==> src/rtl/ultrasonic_ping_sequencer_if.sv <==
// Result handshake between the ping sequencer and its consumer.
// Master presents result/result_valid; slave answers with result_ready.
interface ultrasonic_ping_sequencer_if;
  logic [12:0] result;
  logic        result_valid;
  logic        result_ready;

  modport master (
    output result,
    output result_valid,
    input  result_ready
  );

  modport slave (
    input  result,
    input  result_valid,
    output result_ready
  );
endinterface

==> src/rtl/ultrasonic_ping_sequencer.sv <==
// Ultrasonic ping sequencer: burst, listen window, result handshake, dead time.
// Optional echo glitch filter enabled by defining ECHO_FILTER_EN.
module ultrasonic_ping_sequencer #(
  parameter int BURST_CYCLES = 40,
  parameter int TIMEOUT      = 8000,
  parameter int GAP_CYCLES   = 1000
) (
  input  logic        i_clk,
  input  logic        i_reset,
  input  logic        i_start,
  input  logic        i_echo_in,
  input  logic [12:0] i_echo_time,
  output logic        o_burst,
  output logic        o_capture_reset,
  output logic [12:0] o_timer,
  output logic        o_echo,
  output logic        o_busy,
  ultrasonic_ping_sequencer_if.master m_res
);

  localparam int CMAX = (BURST_CYCLES > GAP_CYCLES) ?
                        BURST_CYCLES : GAP_CYCLES;
  localparam int CW = $clog2(CMAX + 1);
  localparam logic [CW-1:0] BURST_LAST = CW'(BURST_CYCLES - 1);
  localparam logic [CW-1:0] GAP_LAST   = CW'(GAP_CYCLES - 1);
  localparam logic [12:0]   TMO        = 13'(TIMEOUT);

  typedef enum logic [2:0] {
    S_IDLE,
    S_BURST,
    S_LISTEN,
    S_REPORT,
    S_GAP
  } state_t;

  state_t          r_state;
  state_t          w_next;
  logic [CW-1:0]   r_cnt;
  logic [12:0]     r_timer;
  logic [12:0]     r_result;
  logic [1:0]      r_sync;
  logic            w_echo_c;

  always_comb begin
    w_next = r_state;
    unique case (r_state)
      S_IDLE:
        if (i_start) w_next = S_BURST;
      S_BURST:
        if (r_cnt == BURST_LAST) w_next = S_LISTEN;
      S_LISTEN:
        if (i_echo_time != '0 || r_timer == TMO)
          w_next = S_REPORT;
      S_REPORT:
        if (m_res.result_ready) w_next = S_GAP;
      S_GAP:
        if (r_cnt == GAP_LAST) w_next = S_IDLE;
      default:
        w_next = S_IDLE;
    endcase
  end

  always_ff @(posedge i_clk) begin
    if (i_reset) begin
      r_state  <= S_IDLE;
      r_cnt    <= '0;
      r_timer  <= '0;
      r_result <= '0;
    end else begin
      r_state <= w_next;
      if (w_next != r_state ||
          (r_state != S_BURST && r_state != S_GAP))
        r_cnt <= '0;
      else
        r_cnt <= r_cnt + CW'(1);
      // timer only runs while staying in LISTEN, saturating at all-ones
      if (w_next != S_LISTEN)
        r_timer <= '0;
      else if (r_state == S_LISTEN && r_timer != '1)
        r_timer <= r_timer + 13'd1;
      if (r_state == S_LISTEN && w_next == S_REPORT)
        r_result <= i_echo_time;
    end
  end

  always_ff @(posedge i_clk) begin
    if (i_reset)
      r_sync <= '0;
    else
      r_sync <= {r_sync[0], i_echo_in};
  end

`ifdef ECHO_FILTER_EN
  logic [1:0] r_hist;
  logic       r_filt;
  logic       w_filt;

  always_comb begin
    w_filt = r_filt;
    if (r_sync[1] & r_hist[0] & r_hist[1])
      w_filt = 1'b1;
    else if (!(r_sync[1] | r_hist[0] | r_hist[1]))
      w_filt = 1'b0;
  end

  always_ff @(posedge i_clk) begin
    if (i_reset) begin
      r_hist <= '0;
      r_filt <= 1'b0;
    end else begin
      r_hist <= {r_hist[0], r_sync[1]};
      r_filt <= w_filt;
    end
  end

  assign w_echo_c = w_filt;
`else
  assign w_echo_c = r_sync[1];
`endif

  // gating outside LISTEN hides transducer ringing from the capture stage
  always_comb begin
    o_burst            = (r_state == S_BURST);
    o_capture_reset    = (r_state != S_LISTEN);
    o_timer            = r_timer;
    o_echo             = w_echo_c & (r_state == S_LISTEN);
    o_busy             = (r_state != S_IDLE);
    m_res.result       = r_result;
    m_res.result_valid = (r_state == S_REPORT);
  end

endmodule

==> src/flat_wrapper.sv <==
// flat-port wrapper written by rule: the top's interface ports become plain ports
module ultrasonic_ping_sequencer_flat 
#(
  parameter int BURST_CYCLES = 40,
  parameter int TIMEOUT      = 8000,
  parameter int GAP_CYCLES   = 1000
)
  (i_clk, i_reset, i_start, i_echo_in, i_echo_time, o_burst, o_capture_reset, o_timer, o_echo, o_busy, m_res_result, m_res_result_valid, m_res_result_ready);
  ultrasonic_ping_sequencer_if m_res_i ();
  input  logic i_clk;
  input  logic i_reset;
  input  logic i_start;
  input  logic i_echo_in;
  input  logic [12:0] i_echo_time;
  output logic o_burst;
  output logic o_capture_reset;
  output logic [12:0] o_timer;
  output logic o_echo;
  output logic o_busy;
  output wire logic [$bits(m_res_i.result)-1:0] m_res_result;
  output wire logic [$bits(m_res_i.result_valid)-1:0] m_res_result_valid;
  input wire logic [$bits(m_res_i.result_ready)-1:0] m_res_result_ready;
  assign m_res_result = m_res_i.result;
  assign m_res_result_valid = m_res_i.result_valid;
  assign m_res_i.result_ready = m_res_result_ready;
  ultrasonic_ping_sequencer #(.BURST_CYCLES(BURST_CYCLES), .TIMEOUT(TIMEOUT), .GAP_CYCLES(GAP_CYCLES)) u_core (.i_clk(i_clk), .i_reset(i_reset), .i_start(i_start), .i_echo_in(i_echo_in), .i_echo_time(i_echo_time), .o_burst(o_burst), .o_capture_reset(o_capture_reset), .o_timer(o_timer), .o_echo(o_echo), .o_busy(o_busy), .m_res(m_res_i));
endmodule
==> config.mk <==
export PLATFORM = sky130hd
export DESIGN_NAME = ultrasonic_ping_sequencer_flat
export DESIGN_NICKNAME = d
export VERILOG_FILES = /design/src/rtl/ultrasonic_ping_sequencer_if.sv /design/src/rtl/ultrasonic_ping_sequencer.sv /design/src/flat_wrapper.sv
export SDC_FILE = /design/constraint.sdc
export NUM_CORES = 1
export LEC_CHECK = 0
export ABC_AREA = 1
export CAP_MARGIN = 20
export CORE_MARGIN = 5
export CORE_UTILIZATION = 53
export CTS_CLUSTER_DIAMETER = 100
export DETAILED_ROUTE_END_ITERATION = 7
export GPL_TIMING_DRIVEN = 0
export PLACE_DENSITY = 0.93
export SLEW_MARGIN = 20
export SYNTH_ARGS = -nofsm -noshare
export SYNTH_HDL_FRONTEND = slang
export SYNTH_SLANG_ARGS = --single-unit
==> constraint.sdc <==
create_clock -name i_clk -period 3.3 [get_ports i_clk]
set_input_delay 0.66 -clock i_clk [delete_from_list [all_inputs] [get_ports i_clk]]
set_output_delay 0.66 -clock i_clk [all_outputs]
set_load 0.03 [all_outputs]
## Word-level counts from Yosys, hierarchy flattened

Cells that the tools add are included.

- Add/subtract/negate cells: 2
- Eq/ne operators: 14
- Multiplexer cells: 6
- Bitwise operators: 1
- Reduce and logical (&&, ||, !) cells: 10

Operators by type and width:

| cell | count |
|---|---|
| 2-to-1 mux 3 bit | 5 |
| case mux 3 bit (5 select lines) | 1 |
| adder 13 x 1 -> 13 bit (second input constant) | 1 |
| equality test 13 bit (second input constant) | 1 |
| != test 13 bit (second input constant) | 1 |
| nonzero test 13 bit | 1 |
| adder 10 x 1 -> 10 bit (second input constant) | 1 |
| equality test 10 bit (second input constant) | 1 |
| equality test 10 x 6 -> 1 bit (second input constant) | 1 |
| equality test 3 x 2 -> 1 bit (second input constant) | 3 |
| != test 3 x 2 -> 1 bit (second input constant) | 2 |
| OR reduction 2 bit | 2 |
| equality test 3 x 1 -> 1 bit (second input constant) | 1 |
| equality test 3 bit (second input constant) | 1 |
| logical AND 1 bit | 3 |
| zero test 3 bit | 1 |
| != test 3 x 1 -> 1 bit (second input constant) | 1 |
| != test 3 bit | 1 |
| != test 3 bit (second input constant) | 1 |
| nonzero test 3 bit | 1 |
| logical OR 1 bit | 2 |
| bitwise AND 1 bit | 1 |

- Register bits: 41
- Bits of input ports: 18
- Output and inout port bits: 31
- Logic and storage cells: 38

## Logic depth before layout (Yosys ltp)

- Depth in word-level cells: 7
- Depth in mapped cells: 11

## Least setup slack after synthesis

No wires, ideal clock.

- Path type: reg-to-output
- Start point: register u_core.r_state[2]
- End point: output port o_echo
- Arrival time: 1.337 ns
- Data required time: 2.640 ns
- Slack: 1.303 ns
- Stages on the path, launching flop included: 5
- Buffers on the path: 1
- Cells stage by stage: dfxtp_1 -> buf_4 -> nor3_4 -> inv_2 -> nor2_1

- Word-level cells in the longest chain between the ends: 2

RTL lines:

| element | RTL line | text |
|---|---|---|
| start, declared | ultrasonic_ping_sequencer.sv:36 | `state_t r_state;` |
| start signal, assigned | ultrasonic_ping_sequencer.sv:70 | `r_state <= w_next;` |
| equality test 3 x 2 -> 1 bit | ultrasonic_ping_sequencer.sv:126 | `o_echo = w_echo_c & (r_state == S_LISTEN);` |
| bitwise AND 1 bit | ultrasonic_ping_sequencer.sv:126 |  |
| end, declared | flat_wrapper.sv:18 | `output logic o_echo;` |

Every way passes these cells.

## Worst setup path after layout

Ends and elaborated chain as after synthesis.

==> run summary <==
• 0.613 ns — final setup slack of the worst path
• 3690 um2 — area of the core
• 5150 um2 — die footprint
• 0 — # Post-CTS Setup Buffers
• 4790 um — post-detailed-routing wire length
• 0.870 — placer's final routability congestion estimate
• dfxtp_1 (41%), nor2_1 (13%), nand2_1 (9.8%) — cells taking the most area after synthesis
• 48 — port bufs
• 0.403 ns — Hold WS
• 0.00332 ns — Layout Skew
• 310 — net count after synthesis
• 0 — total of hold buffers inserted after clock tree synthesis
• nor2_1 (69), nand2_1 (53), dfxtp_1 (41) — most numerous cell types in the synthesized netlist
• 289 — number of instances in the synthesized netlist
• 0.0812 — share of cells above drive strength 1
• 0 — fraction of registers with async set or reset after synthesis
• no — setup repair after global routing missed its margin
• nor2_1 — most common cell in the synthesized netlist
• 0.000263 V — Worst IR Drop VDD
• 14 — maximum number of pins on one net before global-route repair
• 71.7 um — die extent in y
• 8 — crit-path max FO
• dfxtp_1 — prevailing post-synth register cell
• 0 — number of maximum-capacitance constraint violations
• 0 — final hold vios
• 0.08 ns — Reg clk slew, reported paths
• 372 MHz — f_max
• 71.7 um — Die Width
• 0.814 — share of the clock period used by the worst path after layout
• done — clock tree from TritonCTS
• 0 — fin. max-slew vios
• 0 — residual DRC count
• 131 — First DRT Iteration DRCs
• 0 — Antenna Violating Nets Remaining
• 0 ns — aggregate negative setup slack
• 0.200 — total track usage
• 12.2 um — post-detailed-route wirelength per cell
• 0.406 — top-area cell type share of the netlist area
• 2 — count of H-tree levels built during CTS
• 41 — number of storage elements in the synthesis netlist
• 359 nW/um2 — power density cells
• 1,970 — vias after detailed routing
• reg -> reg — hold crit path type
• 3540 um — half-perimeter wire length of the detailed placement result
• 0.933 ns — pre-CTS worst setup slack
• dfxtp_1 — cell type with the highest aggregate area in the netlist
• output pin — kind of end point of the critical path
• clkbuf_8 — Clock Root Buffer
• 2.64 ns — critical path data required time
• 2.69 ns — final critical path time including I/O delays and setup
• 2 — worst-case clock buffer depth
• 1,921 — number of global-route vias before repair
• 365 — number of nets in the layout
• 0.985 nW — leakage power summed over all cells
• 5.01 — ratio of routed vias to standard cells
• 23 — library cells used by synthesis
• 0.548 — initial core utilization
• 2.03 ns — CP arrival
• 5 — clock buffer count from CTS
• 0 — number of enable-type register cells in the synthesized netlist
• 8290 um — wire length of the first global-routing pass
• 49 — number of I/O pins
• 0.733 — max_slew headroom
• 0 — antenna violations before repair
• 41 — clock tree sinks
• 2020 um2 — area of the mapped netlist
• 4 — Initial DRT Pass Iterations
• reg -> out — Worst Path Class, Setup
• 6.99 um2 — mean instance size in the synthesized netlist
• 0 — total gr overflow
• 0.406 — post-synthesis sequential area ratio
• 314 — count of fill cells added during filler insertion
• 32.3% — layout overhead on the synthesized area
• 0 — Setup-failing EPs final
• completed — status
• 22 — floorplan row count
• 0.30 ns — Clk Latency, worst-skew pair
• flip-flop — kind of launch point of the worst setup path
• 0 — count of inserted antenna diode cells
• 0.399 ns — slew of the pin with the lowest slew margin
• 0 — Ys Warns
• 0 — Resized cells post-CTS
==> final cells by class <==
class	instances	area, um2	area share
Inverter	39	146	0.0548
Multi-Input combinational cell	204	1020	0.382
Clock buffer	6	72.6	0.0272
Timing Repair Buffer	48	480	0.180
Buffer	5	33.8	0.0126
Clock inverter	2	38.8	0.0145
Tap cell	48	60.1	0.0225
Sequential cell	41	821	0.307
==> worst paths after layout <==
kind,slack [ns],endpoint,start,cells past startpoint
min reg2reg,0.40,u_core.r_sync[1],u_core.r_sync[0],2
min,0.40,u_core.r_sync[1],u_core.r_sync[0],2
max,0.61,o_echo,u_core.r_state[2],5
max reg2reg,1.50,u_core.m_res.result[2],u_core.o_timer[0],10
==> cells by family (layout without fill, tap and decap cells) <==
kind of cell               after synthesis  in the layout  synth area share
AOI/OAI and AO/OA                       27             27            0.0817
buffers and inverters                   44            100            0.0892
xor gates and xnor gates                14             14            0.0607
adders and majority gates                3              3            0.0186
DFF                                     41             41             0.406
and+or+nand+nor                        160            160             0.344
==> layer usage <==
| layer | wire length (um) | part of all wire | vias up | track usage |
|---|---|---|---|---|
| met5 | 0 | 0 | - | 0 |
| met4 | 96 | 0.020 | 0 | 0.0710 |
| met3 | 244 | 0.051 | 12 | 0.0603 |
| met2 | 2420 | 0.50 | 50 | 0.346 |
| met1 | 2040 | 0.42 | 897 | 0.233 |
| li1 | - | - | 1011 | - |
==> sequential cells by signal, indices dropped and copies added (netlist names) <==
register             count
u_core.m_res.result     13
u_core.o_timer          13
u_core.r_cnt            10
u_core.r_state           3
u_core.r_sync            2
==> worst max-delay path, cell delays in order, from the launching register on <==
cell             delay [ns]
dfxtp_1                0.30
buf_4                  0.16
nor3_4                 0.33
inv_2                  0.13
nor2_1                 0.13
clkdlybuf4s50_1        0.68
==> cell usage in the layout, fill, tap and decap left out <==
cell	Yosys	layout
nand2_2	2	2
clkbuf_1	2	3
o21ai_0	15	15
clkdlybuf4s50_1	0	48
nor3_1	11	11
nor2_1	69	69
a21oi_1	4	4
dfxtp_1	41	41
xnor2_1	6	6
nand4_1	2	2
clkinv_4	0	1
nor2_4	1	1
inv_2	3	3
nor3_4	2	2
xor2_1	8	8
nor3_2	1	1
buf_6	1	1
nor3b_1	1	1
inv_1	36	36
nand3_2	1	1
nand2_1	53	53
buf_4	2	2
a21oi_2	8	8
ha_1	3	3
clkbuf_8	0	5
bufinv_16	0	1
nand3_1	17	17
==> per-stage QoR <==
stage	total power (W)	area, um2	std cells	utilization
floorplan	0.000537	2020	289	-
global placement	0.000567	2560	385	0.694
detailed placement	0.000569	2560	385	0.694
CTS	0.000964	2670	393	0.725
global route	0.000999	2670	393	0.725
finish	0.000960	2670	393	0.725
==> power breakdown <==
part,internal (W),switching (W)
combinational,0.0000293,0.0000289
clock,0.000227,0.000175
sequential,0.000497,0.00000232
Note: power is estimated with default switching activity, not from simulation.
